==> src/rtl/mem_bridge_pkg.sv <==
// Shared types and constants for the 16-bit CPU to RAM bridge.
package mem_bridge_pkg;

  localparam int unsigned DATA_W = 16;
  localparam int unsigned CNT_W  = 2;

  typedef enum logic [2:0] {
    IDLE,
    ACC1,
    WAIT1,
    ACC2,
    WAIT2,
    DONE
  } state_t;

  localparam logic [1:0] LANE_HI   = 2'b10;
  localparam logic [1:0] LANE_LO   = 2'b01;
  localparam logic [1:0] LANE_BOTH = 2'b11;

  // Widen a read byte to 16 bits, replicating bit 7 when sign extension is requested.
  function automatic logic [DATA_W-1:0] byte_ext(input logic [7:0] b, input logic sx);
    return {(sx ? {8{b[7]}} : 8'h00), b};
  endfunction

endpackage

==> src/rtl/mem_bridge.sv <==
// Bridge from a byte-addressed big-endian CPU port to a 16-bit word RAM.
// Unaligned word accesses are split into two RAM accesses across a word boundary.
module mem_bridge
  import mem_bridge_pkg::*;
#(
  parameter int unsigned ADDR_W = 16,
  parameter int unsigned RD_LAT = 1
) (
  input  logic                clk,
  input  logic                reset,
  input  logic                cpu_req,
  input  logic                cpu_we,
  input  logic                cpu_be,
  input  logic                cpu_sx,
  input  logic [ADDR_W-1:0]   cpu_addr,
  input  logic [DATA_W-1:0]   cpu_wdata,
  output logic                cpu_ready,
  output logic                cpu_done,
  output logic [DATA_W-1:0]   cpu_rdata,
  output logic                ram_en,
  output logic                ram_we,
  output logic [ADDR_W-2:0]   ram_addr,
  output logic [1:0]          ram_be,
  output logic [DATA_W-1:0]   ram_wdata,
  input  logic [DATA_W-1:0]   ram_rdata
);

  localparam int unsigned      WA_W      = ADDR_W - 1;
  localparam logic [CNT_W-1:0] WAIT_LOAD = CNT_W'(RD_LAT - 1);

  state_t             r_state;
  logic [CNT_W-1:0]   r_cnt;
  logic               r_we;
  logic               r_be;
  logic               r_sx;
  logic               r_odd;
  logic               r_split;
  logic               r_ready;
  logic               r_done;
  logic               r_ram_en;
  logic               r_ram_we;
  logic [WA_W-1:0]    r_ram_addr;
  logic [WA_W-1:0]    r_next_waddr;
  logic [1:0]         r_ram_be;
  logic [DATA_W-1:0]  r_ram_wdata;
  logic [DATA_W-1:0]  r_rdata;
  logic [7:0]         r_byte2;
  logic [7:0]         r_lo_byte;

  logic [WA_W-1:0]    w_waddr;
  logic               w_split;
  logic [1:0]         w_be;
  logic [DATA_W-1:0]  w_wdata;
  logic [DATA_W-1:0]  w_rd_single;

  assign w_waddr = cpu_addr[ADDR_W-1:1];
  assign w_split = ~cpu_be & cpu_addr[0];

  // Lane enables and steered write data for the first (or only) RAM access.
  always_comb begin
    w_be    = LANE_BOTH;
    w_wdata = cpu_wdata;
    if (cpu_be) begin
      if (cpu_addr[0]) begin
        w_be    = LANE_LO;
        w_wdata = {8'h00, cpu_wdata[7:0]};
      end else begin
        w_be    = LANE_HI;
        w_wdata = {cpu_wdata[7:0], 8'h00};
      end
    end else if (cpu_addr[0]) begin
      // Unaligned word: byte A (high half of the CPU data) goes to the low lane of word W.
      w_be    = LANE_LO;
      w_wdata = {8'h00, cpu_wdata[15:8]};
    end
    if (!cpu_we) begin
      w_wdata = '0;
    end
  end

  // Read result for a single-access read: full word or extended byte from the addressed lane.
  always_comb begin
    w_rd_single = ram_rdata;
    if (r_be) begin
      w_rd_single = byte_ext(r_odd ? ram_rdata[7:0] : ram_rdata[15:8], r_sx);
    end
  end

  // Transaction sequencer with registered CPU and RAM side outputs.
  always_ff @(posedge clk) begin
    if (reset) begin
      r_state      <= IDLE;
      r_cnt        <= '0;
      r_we         <= 1'b0;
      r_be         <= 1'b0;
      r_sx         <= 1'b0;
      r_odd        <= 1'b0;
      r_split      <= 1'b0;
      r_ready      <= 1'b1;
      r_done       <= 1'b0;
      r_ram_en     <= 1'b0;
      r_ram_we     <= 1'b0;
      r_ram_addr   <= '0;
      r_next_waddr <= '0;
      r_ram_be     <= '0;
      r_ram_wdata  <= '0;
      r_rdata      <= '0;
      r_byte2      <= '0;
      r_lo_byte    <= '0;
    end else begin
      r_done <= 1'b0;
      case (r_state)
        IDLE: begin
          if (cpu_req) begin
            r_we         <= cpu_we;
            r_be         <= cpu_be;
            r_sx         <= cpu_sx;
            r_odd        <= cpu_addr[0];
            r_split      <= w_split;
            r_byte2      <= cpu_wdata[7:0];
            r_next_waddr <= w_waddr + WA_W'(1);
            r_ready      <= 1'b0;
            r_ram_en     <= 1'b1;
            r_ram_we     <= cpu_we;
            r_ram_addr   <= w_waddr;
            r_ram_be     <= w_be;
            r_ram_wdata  <= w_wdata;
            r_state      <= ACC1;
          end
        end
        ACC1: begin
          r_ram_en <= 1'b0;
          r_ram_we <= 1'b0;
          if (r_we) begin
            if (r_split) begin
              // Second write half follows immediately: byte A+1 into the high lane of W+1.
              r_ram_en    <= 1'b1;
              r_ram_we    <= 1'b1;
              r_ram_addr  <= r_next_waddr;
              r_ram_be    <= LANE_HI;
              r_ram_wdata <= {r_byte2, 8'h00};
              r_state     <= ACC2;
            end else begin
              r_done  <= 1'b1;
              r_state <= DONE;
            end
          end else begin
            r_cnt   <= WAIT_LOAD;
            r_state <= WAIT1;
          end
        end
        WAIT1: begin
          if (r_cnt != '0) begin
            r_cnt <= r_cnt - 1'b1;
          end else if (r_split) begin
            r_lo_byte   <= ram_rdata[7:0];
            r_ram_en    <= 1'b1;
            r_ram_addr  <= r_next_waddr;
            r_ram_be    <= LANE_HI;
            r_ram_wdata <= '0;
            r_state     <= ACC2;
          end else begin
            r_rdata <= w_rd_single;
            r_done  <= 1'b1;
            r_state <= DONE;
          end
        end
        ACC2: begin
          r_ram_en <= 1'b0;
          r_ram_we <= 1'b0;
          if (r_we) begin
            r_done  <= 1'b1;
            r_state <= DONE;
          end else begin
            r_cnt   <= WAIT_LOAD;
            r_state <= WAIT2;
          end
        end
        WAIT2: begin
          if (r_cnt != '0) begin
            r_cnt <= r_cnt - 1'b1;
          end else begin
            r_rdata <= {r_lo_byte, ram_rdata[15:8]};
            r_done  <= 1'b1;
            r_state <= DONE;
          end
        end
        DONE: begin
          r_ready <= 1'b1;
          r_state <= IDLE;
        end
        default: begin
          r_ready <= 1'b1;
          r_state <= IDLE;
        end
      endcase
    end
  end

  assign cpu_ready = r_ready;
  assign cpu_done  = r_done;
  assign cpu_rdata = r_rdata;
  assign ram_en    = r_ram_en;
  assign ram_we    = r_ram_we;
  assign ram_addr  = r_ram_addr;
  assign ram_be    = r_ram_be;
  assign ram_wdata = r_ram_wdata;

endmodule

==> config.mk <==
export PLATFORM = sky130hd
export DESIGN_NAME = mem_bridge
export DESIGN_NICKNAME = d
export VERILOG_FILES = /design/src/rtl/mem_bridge_pkg.sv /design/src/rtl/mem_bridge.sv
export SDC_FILE = /design/constraint.sdc
export NUM_CORES = 1
export LEC_CHECK = 0
export ABC_AREA = 1
export CORE_MARGIN = 1.5
export CORE_UTILIZATION = 35
export CTS_BUF_LIST = sky130_fd_sc_hd__clkbuf_4 sky130_fd_sc_hd__clkbuf_8 sky130_fd_sc_hd__clkbuf_16
export DETAILED_ROUTE_END_ITERATION = 6
export GPL_TIMING_DRIVEN = 0
export SLEW_MARGIN = 20
export SYNTH_ARGS = -nofsm -noshare
export SYNTH_HDL_FRONTEND = slang
export SYNTH_SLANG_ARGS = --single-unit
==> constraint.sdc <==
create_clock -name clk -period 2.35 [get_ports clk]
set_clock_uncertainty 0.2 [all_clocks]
set_input_delay 0.705 -clock clk [delete_from_list [all_inputs] [get_ports clk]]
set_output_delay 0.705 -clock clk [all_outputs]
set_load 0.02 [all_outputs]
==> results.sh <==
export IMPL_h_tree_depth=3
export IMPL_ioPinCount=107
export IMPL_cp_max_fo=2
export IMPL_grt_start_max_net_pins=16
export IMPL_place_area_um2=6299
export IMPL_start_kind="flip-flop"
export IMPL_grt_pass1_wl_um=23340
export IMPL_syn_area_per_cell_um2=6.349
export IMPL_outcome="finished clean"
export IMPL_cts_sinks=94
export IMPL_antenna_found_initial=0
export IMPL_numCtsBuffers=9
export IMPL_critical_path_slowest_cell="clkdlybuf4s50_1"
export IMPL_drt_total_wl_um=14680
export IMPL_viasPerCell=4.695
export IMPL_synthXorXnorAreaFrac_pct=0.6976
export IMPL_crit_required_ns=1.44
export IMPL_die_h_um=122.8
export IMPL_syn_to_final_growth_pct=32.31
export IMPL_ir_drop_v=0.0005008
export IMPL_synth_compound_area_share_pct=12.53
export IMPL_hpwlAfterDp_um=10870
export IMPL_grt_total_usage_pct=20.11
export IMPL_ys_warn_count=0
export IMPL_cap_viol_max_count=0
export IMPL_synth_fa_ha_area_share_pct=0.4983
export IMPL_fmax_mhz=449.1
export IMPL_cts_root_buf="clkbuf_16"
export IMPL_ff2ff_path_depth=10
export IMPL_synth_top_family_by_area="simple AND/OR/NAND/NOR gates"
export IMPL_vias=5136
export IMPL_ys_seq_area_share_pct=37.47
export IMPL_num_rows=43
export IMPL_path_class="flip-flop to primary output"
export IMPL_hold_depth=2
export IMPL_drive_gt1_share_pct=8.425
export IMPL_cp_depth=1
export IMPL_crit_buf_inv=1
export IMPL_synthSimpleGateAreaFrac_pct=38.42
export IMPL_synth_area_leaders="dfxtp_1, nand2_1, nor2_1, inv_1, o21ai_0"
export IMPL_p_per_area_nw_per_um2=941.8
export IMPL_setup_viol=0
export IMPL_critPathCaptureType="primary output"
export IMPL_path_delay_family="buffers and inverters"
export IMPL_num_antenna_cells=0
export IMPL_synth_cell_type_count=31
export IMPL_layout_commonest_cell="nand2_1"
export IMPL_crit_end="ram_addr[9]"
export IMPL_gp_congestion=0.8465
export IMPL_slew_headroom_pct=55.24
export IMPL_overflow=0
export IMPL_synth_seq_cells=94
export IMPL_r2r_end="ram_wdata[1]"
export IMPL_netlist_area_leader_share_pct=37.47
export IMPL_post_synth_top_area_cell="dfxtp_1"
export IMPL_final_max_slew_viol_count=0
export IMPL_drtIter0Drc=266
export IMPL_cts_tree="built"
export IMPL_mostFrequentLayoutCells="nand2_1, nor2_1, clkdlybuf4s50_1, dfxtp_1, inv_1"
export IMPL_path_clk_slew_ns=0.07
export IMPL_hold_class="flip-flop to flip-flop"
export IMPL_crit_start="ram_addr[9]"
export IMPL_firstDrtPassIters=4
export IMPL_cp_cell_sequence="clkdlybuf4s50_1"
export IMPL_max_stage_delay_ns=0.64
export IMPL_finalCritPeriodShare_pct=94.75
export IMPL_hold_viol_final=0
export IMPL_core_area_um2=13930
export IMPL_first_global_vias=4756
export IMPL_syn_area_um2=5022
export IMPL_ctsHoldBuffers=0
export IMPL_die_area_um2=15080
export IMPL_clk_path_buf_depth=2
export IMPL_final_area_um2=6645
export IMPL_muxShareOfSynthArea_pct=0
export IMPL_final_core_util_pct=47.69
export IMPL_synth_nets=847
export IMPL_io_buffers=105
export IMPL_p_leak_uw=0.003124
export IMPL_route_detailed_drc=0
export IMPL_fin_nets=965
export IMPL_reg2reg_from="r_cnt[0]"
export IMPL_cp_arrival_ns=1.32
export IMPL_die_w_um=122.8
export IMPL_wl_per_cell_um=13.42
export IMPL_start_util_pct=36.04
export IMPL_timing_final_crit_period_ns=2.227
export IMPL_synth_cells=791
export IMPL_clkLatencyLatePin_ns=0.35
export IMPL_ant_nets=0
export IMPL_r2r_slack_ns=0.25
export IMPL_rsz0062_at_grt="false"
export IMPL_worst_pin_slew_ns=0.6714
-- stage by stage --
stage,std cells,power [µW],setup slack [ns],hold slack (ns),setup TNS (ns)
after floorplan,791,3736,0.4034,0.2454,0
after global placement,1076,4685,-0.4342,0.2418,-5.910
after detailed placement,1076,4697,-0.4613,0.2430,-6.282
after CTS,1092,6303,0.07527,0.2523,0
after global routing,1094,6686,0.02443,0.2829,0
final,1094,6258,0.1234,0.2500,0
-- state kept, by name, indices dropped and copies added, names as in the netlist, 2 cells and up --
name	flops
cpu_rdata	16
r_byte2	8
r_cnt	2
r_lo_byte	8
r_next_waddr	15
r_state	3
ram_addr	15
ram_be	2
ram_wdata	16
-- cell type report --
cell class / instances / area (µm²)
Buffer: 32 / 197.7
Sequential cell: 94 / 1882
Tap cell: 180 / 225.2
Inverter: 85 / 324.1
Clock buffer: 10 / 232.7
Clock inverter: 6 / 86.33
Timing Repair Buffer: 107 / 1069
Multi-Input combinational cell: 580 / 2629
Fill cell: 1489 / 7289
-- how the worst min path moves through the flow --
stage / end / slack, ns / startpoint
floorplan: r_byte2[0] / 0.25 / r_byte2[0]
global placement: ram_en / 0.24 / ram_en
detailed placement: ram_en / 0.24 / ram_en
CTS: ram_en / 0.25 / ram_en
global route: cpu_ready / 0.28 / cpu_ready
finish: ram_en / 0.25 / ram_en
-- repair_timing --
action,in CTS,in global routing
pin swaps,0,1
setup endpoints to repair,3,15
resized for setup,1,3
buffers inserted,0,2
-- kinds of logic (layout without fill, tap and decap cells) --
logic type	Yosys count	in the layout
buffers and inverters	117	240
XOR/XNOR	4	4
AND/OR/NAND/NOR	461	461
AO/OA/AOI/OAI	113	113
adder cells (fa/ha/maj)	2	2
flip-flops	94	94
-- cells in the mapped netlist (all sizes together) --
| library cell | number |
|---|---|
| a21oi | 35 |
| o21a | 6 |
| xor2 | 3 |
| o21bai | 17 |
| a31oi | 2 |
| nor3 | 1 |
| xnor2 | 1 |
| or2 | 2 |
| o21ai | 53 |
| clkbuf | 8 |
| nand3b | 3 |
| nand4 | 5 |
| dfxtp | 94 |
| ha | 2 |
| nand2 | 271 |
| nor2 | 134 |
| buf | 24 |
| inv | 85 |
| nand3 | 45 |
-- metal layers --
metal	track usage, %	wire, µm	vias to the layer above	part of all wire, %
met5	0	0	-	0
met4	5.669	216	0	1.5
met3	3.950	830	21	5.7
met2	35.56	7073	118	48
met1	24.67	6564	2305	45
li1	-	-	2692	-
-- report_power, final --
part	leakage (µW)	switching, µW	internal [µW]
registers	0.000773	166	1920
logic	0.00220	1520	1060
clock network	0.000156	653	943
total	0.00312	2340	3920
Note: power is estimated with default switching activity, not from simulation.
